### config.mk
export PLATFORM = sky130hd
export DESIGN_NAME = fsm_mode_dcounter
export DESIGN_NICKNAME = d
export VERILOG_FILES = /design/src/rtl/fsm_mode_dcounter.sv
export SDC_FILE = /design/constraint.sdc
export NUM_CORES = 1
export LEC_CHECK = 0
export ABC_AREA = 1
export BUFFER_PORTS_ARGS = -buffer_cell sky130_fd_sc_hd__buf_4
export CAP_MARGIN = 10
export CORE_ASPECT_RATIO = 0.9
export CORE_MARGIN = 5
export CORE_UTILIZATION = 30
export CTS_BUF_LIST = sky130_fd_sc_hd__clkbuf_4 sky130_fd_sc_hd__clkbuf_8 sky130_fd_sc_hd__clkbuf_16
export DETAILED_ROUTE_END_ITERATION = 6
export GPL_ROUTABILITY_DRIVEN = 1
export SYNTH_ARGS = -nofsm -noshare
export SYNTH_HDL_FRONTEND = slang
export SYNTH_SLANG_ARGS = --single-unit
### constraint.sdc
create_clock -name clock_i -period 1.4 [get_ports clock_i]
set_input_delay 0.07 -clock clock_i [delete_from_list [all_inputs] [get_ports clock_i]]
set_output_delay 0.07 -clock clock_i [all_outputs]
set_load 0.05 [all_outputs]
### src/rtl/fsm_mode_dcounter.sv
// fsm_mode_dcounter: loadable down-counter with per-mode load values.
// A two-state machine tracks whether a loaded count is running down
// towards its terminal count.
//
// Ports:
//   clock_i   - main clock, rising edge
//   resetb_i  - asynchronous active-low reset
//   clr_i     - synchronous clear (count to all-ones, IDLE, flags cleared)
//   en_i      - global enable; low holds all state
//   load_i    - load request, value selected by mode_i
//   mode_i    - load mode index
//   dec_i     - decrement request
//   cpt_o     - current count (register)
//   zero_o    - combinational cpt_o == 0
//   done_o    - one-cycle terminal-count pulse (register)
//   busy_o    - high while in RUN
//   mode_o    - mode of the last accepted load
//   err_o     - sticky invalid-mode flag
module fsm_mode_dcounter #(
  parameter int unsigned WIDTH                 = 9,
  parameter int unsigned NB_MODES              = 5,
  parameter int unsigned LOAD_VALUES [NB_MODES] = '{8, 17, 16, 185, 184},
  parameter bit          WRAP                  = 1'b1,
  localparam int unsigned MW = (NB_MODES > 1) ? $clog2(NB_MODES) : 1
) (
  input  logic             clock_i,
  input  logic             resetb_i,
  input  logic             clr_i,
  input  logic             en_i,
  input  logic             load_i,
  input  logic [MW-1:0]    mode_i,
  input  logic             dec_i,
  output logic [WIDTH-1:0] cpt_o,
  output logic             zero_o,
  output logic             done_o,
  output logic             busy_o,
  output logic [MW-1:0]    mode_o,
  output logic             err_o
);

  typedef enum logic {
    IDLE = 1'b0,
    RUN  = 1'b1
  } state_t;

  // Every load value must fit the counter width.
  for (genvar g = 0; g < NB_MODES; g++) begin : g_load_chk
    if ((64'(LOAD_VALUES[g]) >> WIDTH) != 64'd0) begin : g_too_wide
      $error("fsm_mode_dcounter: LOAD_VALUES[%0d] does not fit in WIDTH bits", g);
    end
  end

  state_t           state_q, state_d;
  logic [WIDTH-1:0] cpt_q,   cpt_d;
  logic             done_q,  done_d;
  logic [MW-1:0]    mode_q,  mode_d;
  logic             err_q,   err_d;

  logic             mode_valid;
  logic [WIDTH-1:0] load_val;

  // Load value lookup; only meaningful when mode_valid is set.
  always_comb begin
    load_val   = '0;
    mode_valid = (32'(mode_i) < NB_MODES);
    for (int i = 0; i < NB_MODES; i++) begin
      if (32'(mode_i) == 32'(i)) begin
        load_val = WIDTH'(LOAD_VALUES[i]);
      end
    end
  end

  // State register.
  always_ff @(posedge clock_i or negedge resetb_i) begin
    if (!resetb_i) begin
      state_q <= IDLE;
      cpt_q   <= '1;
      done_q  <= 1'b0;
      mode_q  <= '0;
      err_q   <= 1'b0;
    end else begin
      state_q <= state_d;
      cpt_q   <= cpt_d;
      done_q  <= done_d;
      mode_q  <= mode_d;
      err_q   <= err_d;
    end
  end

  // Next-state logic: clear > enable-hold > load > decrement > hold.
  always_comb begin
    state_d = state_q;
    cpt_d   = cpt_q;
    done_d  = 1'b0;
    mode_d  = mode_q;
    err_d   = err_q;

    if (clr_i) begin
      state_d = IDLE;
      cpt_d   = '1;
      mode_d  = '0;
      err_d   = 1'b0;
    end else if (!en_i) begin
      // hold everything; done_d already low
    end else if (load_i) begin
      // A load swallows any same-cycle decrement, including a terminal one.
      if (mode_valid) begin
        cpt_d   = load_val;
        mode_d  = mode_i;
        if (load_val != '0) begin
          state_d = RUN;
        end else begin
          state_d = IDLE;
          done_d  = 1'b1;
        end
      end else begin
        err_d = 1'b1;
      end
    end else if (dec_i) begin
      if (WRAP || (cpt_q != '0)) begin
        cpt_d = cpt_q - WIDTH'(1);
      end
      // Terminal count only in RUN; IDLE decrements free-run silently.
      if ((state_q == RUN) && (cpt_q == WIDTH'(1))) begin
        state_d = IDLE;
        done_d  = 1'b1;
      end
    end
  end

  assign cpt_o  = cpt_q;
  assign zero_o = (cpt_q == '0);
  assign done_o = done_q;
  assign busy_o = (state_q == RUN);
  assign mode_o = mode_q;
  assign err_o  = err_q;

endmodule

==> results of run 1 <==
## area by class of cell
cell class	instances	area, um^2
Fill cell	324	1690
Multi-Input combinational cell	109	593
Sequential cell	15	390
Timing Repair Buffer	32	253
Inverter	19	81.3
Tap cell	42	52.6
Clock buffer	4	30.0
## kinds of logic (layout without fill, tap and decap cells)
logic type	Yosys count	count (layout)	share of synthesized area (%)
adder cells (fa/ha/maj)	2	2	2.57
AO/OA/AOI/OAI	16	16	8.87
flip-flops	15	15	39.7
AND/OR/NAND/NOR	89	90	39.5
XOR/XNOR	1	1	0.900
buffers and inverters	20	55	8.48
## report_power, final
part	switching, mW	leakage [nW]	internal [mW]	total, mW
Combinational	0.430	0.532	0.208	0.638
Sequential	0.0702	0.174	0.525	0.596
Clock	0.153	0.0184	0.130	0.283
## path summary, 6_finish.rpt
path / to / depth (start not counted) / slack, ps / startpoint
setup / recovery: zero_o / 7 / -150 / cpt_o[0]
hold / removal: done_o / 3 / 50 / dec_i
setup reg to reg: busy_o / 8 / -100 / cpt_o[0]
hold reg to reg: err_o / 2 / 520 / err_o
max in group asynchronous: cpt_o[0] / 2 / 990 / resetb_i
min in group asynchronous: busy_o / 2 / 170 / resetb_i
## worst max-delay path, cell delays in order, from the launching register on
cell and delay (ps):
dfstp_4 640, inv_4 40, ha_4 150, nand2_4 80, inv_4 40, nand2_4 70, nor2_4 30, buf_8 140
## layer usage
layer	up-vias	global-route usage, %	share of wire, %	routed length (um)
li1	527	-	-	-
met1	485	16.0	49	1330
met2	28	19.8	45	1240
met3	2	4.39	5.7	155
met4	0	2.15	0.33	9
met5	-	0	0	0
## placed cells by master, fill, tap and decap left out, types with 3 or more instances in the layout
master / instances
nand3_2: 3
clkbuf_4: 4
inv_4: 4
buf_4: 29
nor2_2: 3
dfrtp_1: 6
nor2_4: 3
nor2_1: 28
a21oi_1: 4
inv_1: 14
nand3_1: 13
nand2_4: 3
o21ai_0: 6
dfstp_2: 8
nand2_1: 32
## state kept, by name (all words and copies together), names as in the netlist
name	cells
cpt_o	9
mode_o	3
busy_o	1
done_o	1
err_o	1
## per-stage QoR
stage	cell area (um^2)	instances
after floorplan	1030	143
after global placement	1260	209
after detailed placement	1260	209
after CTS	1360	219
after global routing	1400	221
final	1400	221
## repair_timing
action,CTS,global route
hold endpoints to repair,16,0
hold buffers,2,0
buffers inserted,4,1
resized for setup,5,8
endpoints found under the setup margin,2,9
cloned,0,1
pin swaps,2,1
==> metrics.md, run 1 <==
| Metric | Value |
|---|---|
| Status | complete, but fails checks |
| Failing checks | negative setup slack |
| WL final | 2740 um |
| Largest net degree at the start of global routing | 16 |
| Post-synth top area share | 24.3% |
| Slew @ Worst Pin | 327 ps |
| Sequential fraction of the synthesis area | 39.7% |
| Max Clock Skew | 7.48 ps |
| Clock Sinks | 15 |
| Minimum clock period | 1550 ps |
| CTS clk-pin slew, worst paths | 90 ps |
| # rows | 19 |
| Clk root buf | clkbuf_4 |
| Remaining DRCs | 0 |
| Core Footprint | 3090 um^2 |
| Iteration-0 DRC count of the detailed router | 71 |
| Final hold vios | 0 |
| Synth top area cells | dfstp_2, dfrtp_1, nand2_1 |
| Total power | 1.52 mW |
| Post-Syn Area per Cell | 6.81 um^2 |
| Worst-case clock buffer depth | 2 |
| Vias in the first global route | 1,002 |
| #FFs+latches synth | 15 |
| PnR worst setup slack | -153 ps |
| Clock buffer count from CTS | 3 |
| Number of placed I/O pins | 25 |
| Pre-CTS WS | 7.07 ps |
| Synth unique cells | 22 |
| Leak | 0.725 nW |
| Gr ovfl total | 0 |
| WHS | 52.6 ps |
| Top FF cell, synth | dfstp_2 |
| Final setup viols | 4 |
| Die H | 64.0 um |
| FMAX | 0.644 GHz |
| GRT Util Overall | 12.2% |
| Input/output buffers | 24 |
| Tcrit/Tclk final | 111% |
| Core Util, Final | 45.3% |
| PD cells | 1080 nW/um^2 |
| Most common cell in the synthesized netlist | nand2_1 |
| Clk Latency, worst-skew pair | 290 ps |
| Post-Synthesis Cells | 143 |
| Die ar. | 4490 um^2 |
| Antenna Nets Post-Route | 0 |
| Hold WC Path Type | in2reg |
| YS warnings | 0 |
| WL/cell | 12.4 um |
| Initial antenna violation count | 0 |
| Cell accounting for the most synthesized area | dfstp_2 |
| Share of flip-flops with an asynchronous set or reset | 100% |
| Vias per cell | 4.71 |
| CP max FO | 2 |
| Synth cell count leaders | nand2_1, nor2_1, inv_1 |
| Die outline width | 70.0 um |
| CP Launch Type | flop |
| Syn_nets | 154 |
| Rel. slew slack | 78.0% |
| Vias post-DR | 1,042 |
| CP Capture Type | output port |
| WS Path Type | reg2out |
| Drt first pass iters | 4 |
| RSZ-0062 raised after global routing | yes |
| Setup tns final | -271 ps |
| EDFF count, synth | 0 |
| CTS tree | yes |
| Area grow syn2layout | 43.8% |
| VDD IR-drop max | 0.551 mV |
| Nets | 191 |
| Antenna cells | 0 |
| Htree depth | 1 |
| Worst Path Required | 1330 ps |
| RePlAce Congestion | 0.859 |
| Final Slew Violations | 0 |
| Worst endpoint data arrival time | 1480 ps |
| Maxcap violations | 0 |
| Hpwl dp | 1970 um |
| Share of cells above drive strength 1 | 37.4% |
| Starting Density | 31.5% |
| First-pass GRT wire length | 4460 um |
| Mapped cell area | 973 um^2 |
Power figures use the tool's default switching activity.
==> run 2, diff against run 1 <==
- SETUP_SLACK_MARGIN: unset -> 0.2
==> run 2 against run 1 <==
Effect of this change: the flow still finishes with violations (negative setup slack); global-route usage barely moved; utilization increased by 4.9 points; combinational power increased by 17%; sequential share of layout area down 2.7 points; first-iteration DRC count down 28%; non-clock buffer count is 8 higher; register-to-register slack got worse by 80 ps; design area is 11% higher; flip-flop and latch count is the same; clock skew decreased by 5.0 ps; critical path type unchanged; largest cell class unchanged; largest power group unchanged.
==> metrics.md, run 2 (synthesis results as in run 1) <==
| Metric | Value |
|---|---|
| RSZ-0062 raised after global routing | yes |
| Rel. slew slack | 76.3% (-1.8 points) |
| Max FFs per register | 9 (unchanged) |
| Finished Cell Area | 1550 um^2 (+11%) |
| Commonest non-fill, non-tap cell in the layout | nand2_1 |
| Worst endpoint data arrival time | 1520 ps (+40 ps) |
| NetSw | 0.692 mW (+6.1%) |
| Core Footprint | 3090 um^2 (unchanged) |
| Antenna Nets Post-Route | 0 (unchanged) |
| Area grow syn2layout | 59.4% |
| CP Launch Type | flop |
| Clock buffer count from CTS | 3 (unchanged) |
| Vias per cell | 4.71 (-0.19%) |
| Hpwl dp | 1910 um (-2.8%) |
| Status | complete, but fails checks |
| Die outline width | 70.0 um (unchanged) |
| CTS clk-pin slew, worst paths | 100 ps (about the same) |
| WL final | 2850 um (+3.9%) |
| Starting Density | 31.5% (unchanged) |
| PD cells | 1050 nW/um^2 (-2.8%) |
| Final Slew Violations | 0 (unchanged) |
| Maxcap violations | 0 (unchanged) |
| Max Clock Skew | 2.51 ps (-4.96 ps) |
| Final hold vios | 0 (unchanged) |
| Hold WC Path Type | in2reg |
| Iteration-0 DRC count of the detailed router | 51 (-28%) |
| First-pass GRT wire length | 4370 um (-2.0%) |
| Die H | 64.0 um (unchanged) |
| Clk Latency, worst-skew pair | 290 ps (about the same) |
| Net Sw Frac | 42.4% (-0.64 points) |
| Slew @ Worst Pin | 355 ps (+28.0 ps) |
| Clk root buf | clkbuf_4 |
| Vias post-DR | 1,073 (+3.0%) |
| CP Capture Type | output port |
| PnR worst setup slack | -187 ps (-34.9 ps) |
| Failing checks | negative setup slack |
| Placed cell area | 1270 um^2 (+0.99%) |
| Setup tns final | -881 ps (-610 ps) |
| Initial antenna violation count | 0 (unchanged) |
| Sequential share of power | 36.9% (-2.4 points) |
| Clock share of power | 17.2% (-1.4 points) |
| Input/output buffers | 24 (unchanged) |
| Number of placed I/O pins | 25 (unchanged) |
| Largest net degree at the start of global routing | 16 (unchanged) |
| Clock Sinks | 15 (unchanged) |
| Htree depth | 1 (unchanged) |
| RePlAce Congestion | 0.871 (+1.4%) |
| Remaining DRCs | 0 (unchanged) |
| Worst-case clock buffer depth | 2 (unchanged) |
| Int Pwr | 0.941 mW (+8.9%) |
| CTS tree | yes |
| Vias in the first global route | 1,014 (+1.2%) |
| Commonest non-fill, non-tap cells in the layout | nand2_1, buf_4, nor2_1 |
| FMAX | 0.630 GHz (-2.2%) |
| WL/cell | 12.5 um (+0.68%) |
| Antenna cells | 0 (unchanged) |
| Minimum clock period | 1590 ps (+34.9 ps) |
| Nets | 198 (+3.7%) |
| Final setup viols | 6 (+2) |
| Share of cells above drive strength 1 | 44.1% (+6.7 points) |
| # rows | 19 (unchanged) |
| Core Util, Final | 50.2% (+4.9 points) |
| Die ar. | 4490 um^2 (unchanged) |
| GRT Util Overall | 12.3% (+0.049 points) |
| Leak | 0.774 nW (+6.8%) |
| Tcrit/Tclk final | 113% (+2.5 points) |
| Drt first pass iters | 4 (unchanged) |
| Combinational Power Share | 45.8% (+3.7 points) |
| CP max FO | 3 (+1) |
| Worst Path Required | 1330 ps (about the same) |
| VDD IR-drop max | 0.486 mV (-12%) |
| Gr ovfl total | 0 (unchanged) |
| WS Path Type | reg2out |
[run 2: cell types whose count changed in the layout (fill, tap and decap cells not counted), moves of 3 or more]
cell | previous run | this run
nor2_1 | 28 | 24
buf_8 | 1 | 5
nor2_2 | 3 | 6
buf_6 | 0 | 8
buf_4 | 29 | 25
o21ai_0 | 6 | 3
[run 2: layer usage]
metal | routed length (um) | GRT usage [%] | vias up
li1 | - | - | 538
met1 | 1290 | 15.9 | 496
met2 | 1350 | 19.9 | 32
met3 | 152 | 3.13 | 7
met4 | 49 | 4.55 | 0
met5 | 0 | 0 | -
[run 2: repair_timing]
action	CTS	global route
endpoints found under the setup margin	11	18
hold buffers	2	0
resized for setup	13	23
pin swaps	8	9
setup buffers	8	4
hold endpoints to repair	16	0
[run 2: cell type report]
| class | count | area (um^2) |
|---|---|---|
| Fill cell | 318 | 1540 |
| Multi-Input combinational cell | 108 | 629 |
| Sequential cell | 15 | 390 |
| Timing Repair Buffer | 40 | 373 |
| Inverter | 19 | 76.3 |
| Tap cell | 42 | 52.6 |
| Clock buffer | 4 | 30.0 |
[run 2: critical path: stages (launching register included)]
cell	delay, ps
dfstp_4	660
inv_4	40
ha_4	160
nand2_4	70
inv_2	40
nand2_2	80
nor2_4	50
buf_8	140
[run 2: path summary, 6_finish.rpt]
kind                       slack [ps]        end      start  depth (start not counted)
setup / recovery                 -190     zero_o   cpt_o[0]                          7
hold / removal                     30  mode_o[1]  mode_i[1]                          3
setup reg to reg                 -180     done_o   cpt_o[0]                          7
hold reg to reg                   520      err_o      err_o                          2
max in group asynchronous         990   cpt_o[1]   resetb_i                          2
min in group asynchronous         160  mode_o[2]   resetb_i                          2
[run 2: power by group through the flow]
| stage | Sequential [mW] | Combinational [mW] | Clock [mW] |
|---|---|---|---|
| floorplan | 0.804 | 0.224 | 0 |
| global placement | 0.603 | 0.604 | 0 |
| detailed placement | 0.606 | 0.607 | 0 |
| CTS | 0.596 | 0.688 | 0.290 |
| global route | 0.616 | 0.802 | 0.312 |
| finish | 0.603 | 0.748 | 0.281 |
[run 2: stage by stage]
step	total power [mW]	hold WS, ps	std cells	setup slack, ps
2_1_floorplan	1.03	-226	143	-37.3
3_3_place_gp	1.21	-59.0	210	37.8
3_5_place_dp	1.21	-57.9	210	-13.7
4_1_cts	1.57	21.8	224	-180
5_1_grt	1.73	49.6	228	-242
6_report	1.63	34.1	228	-187
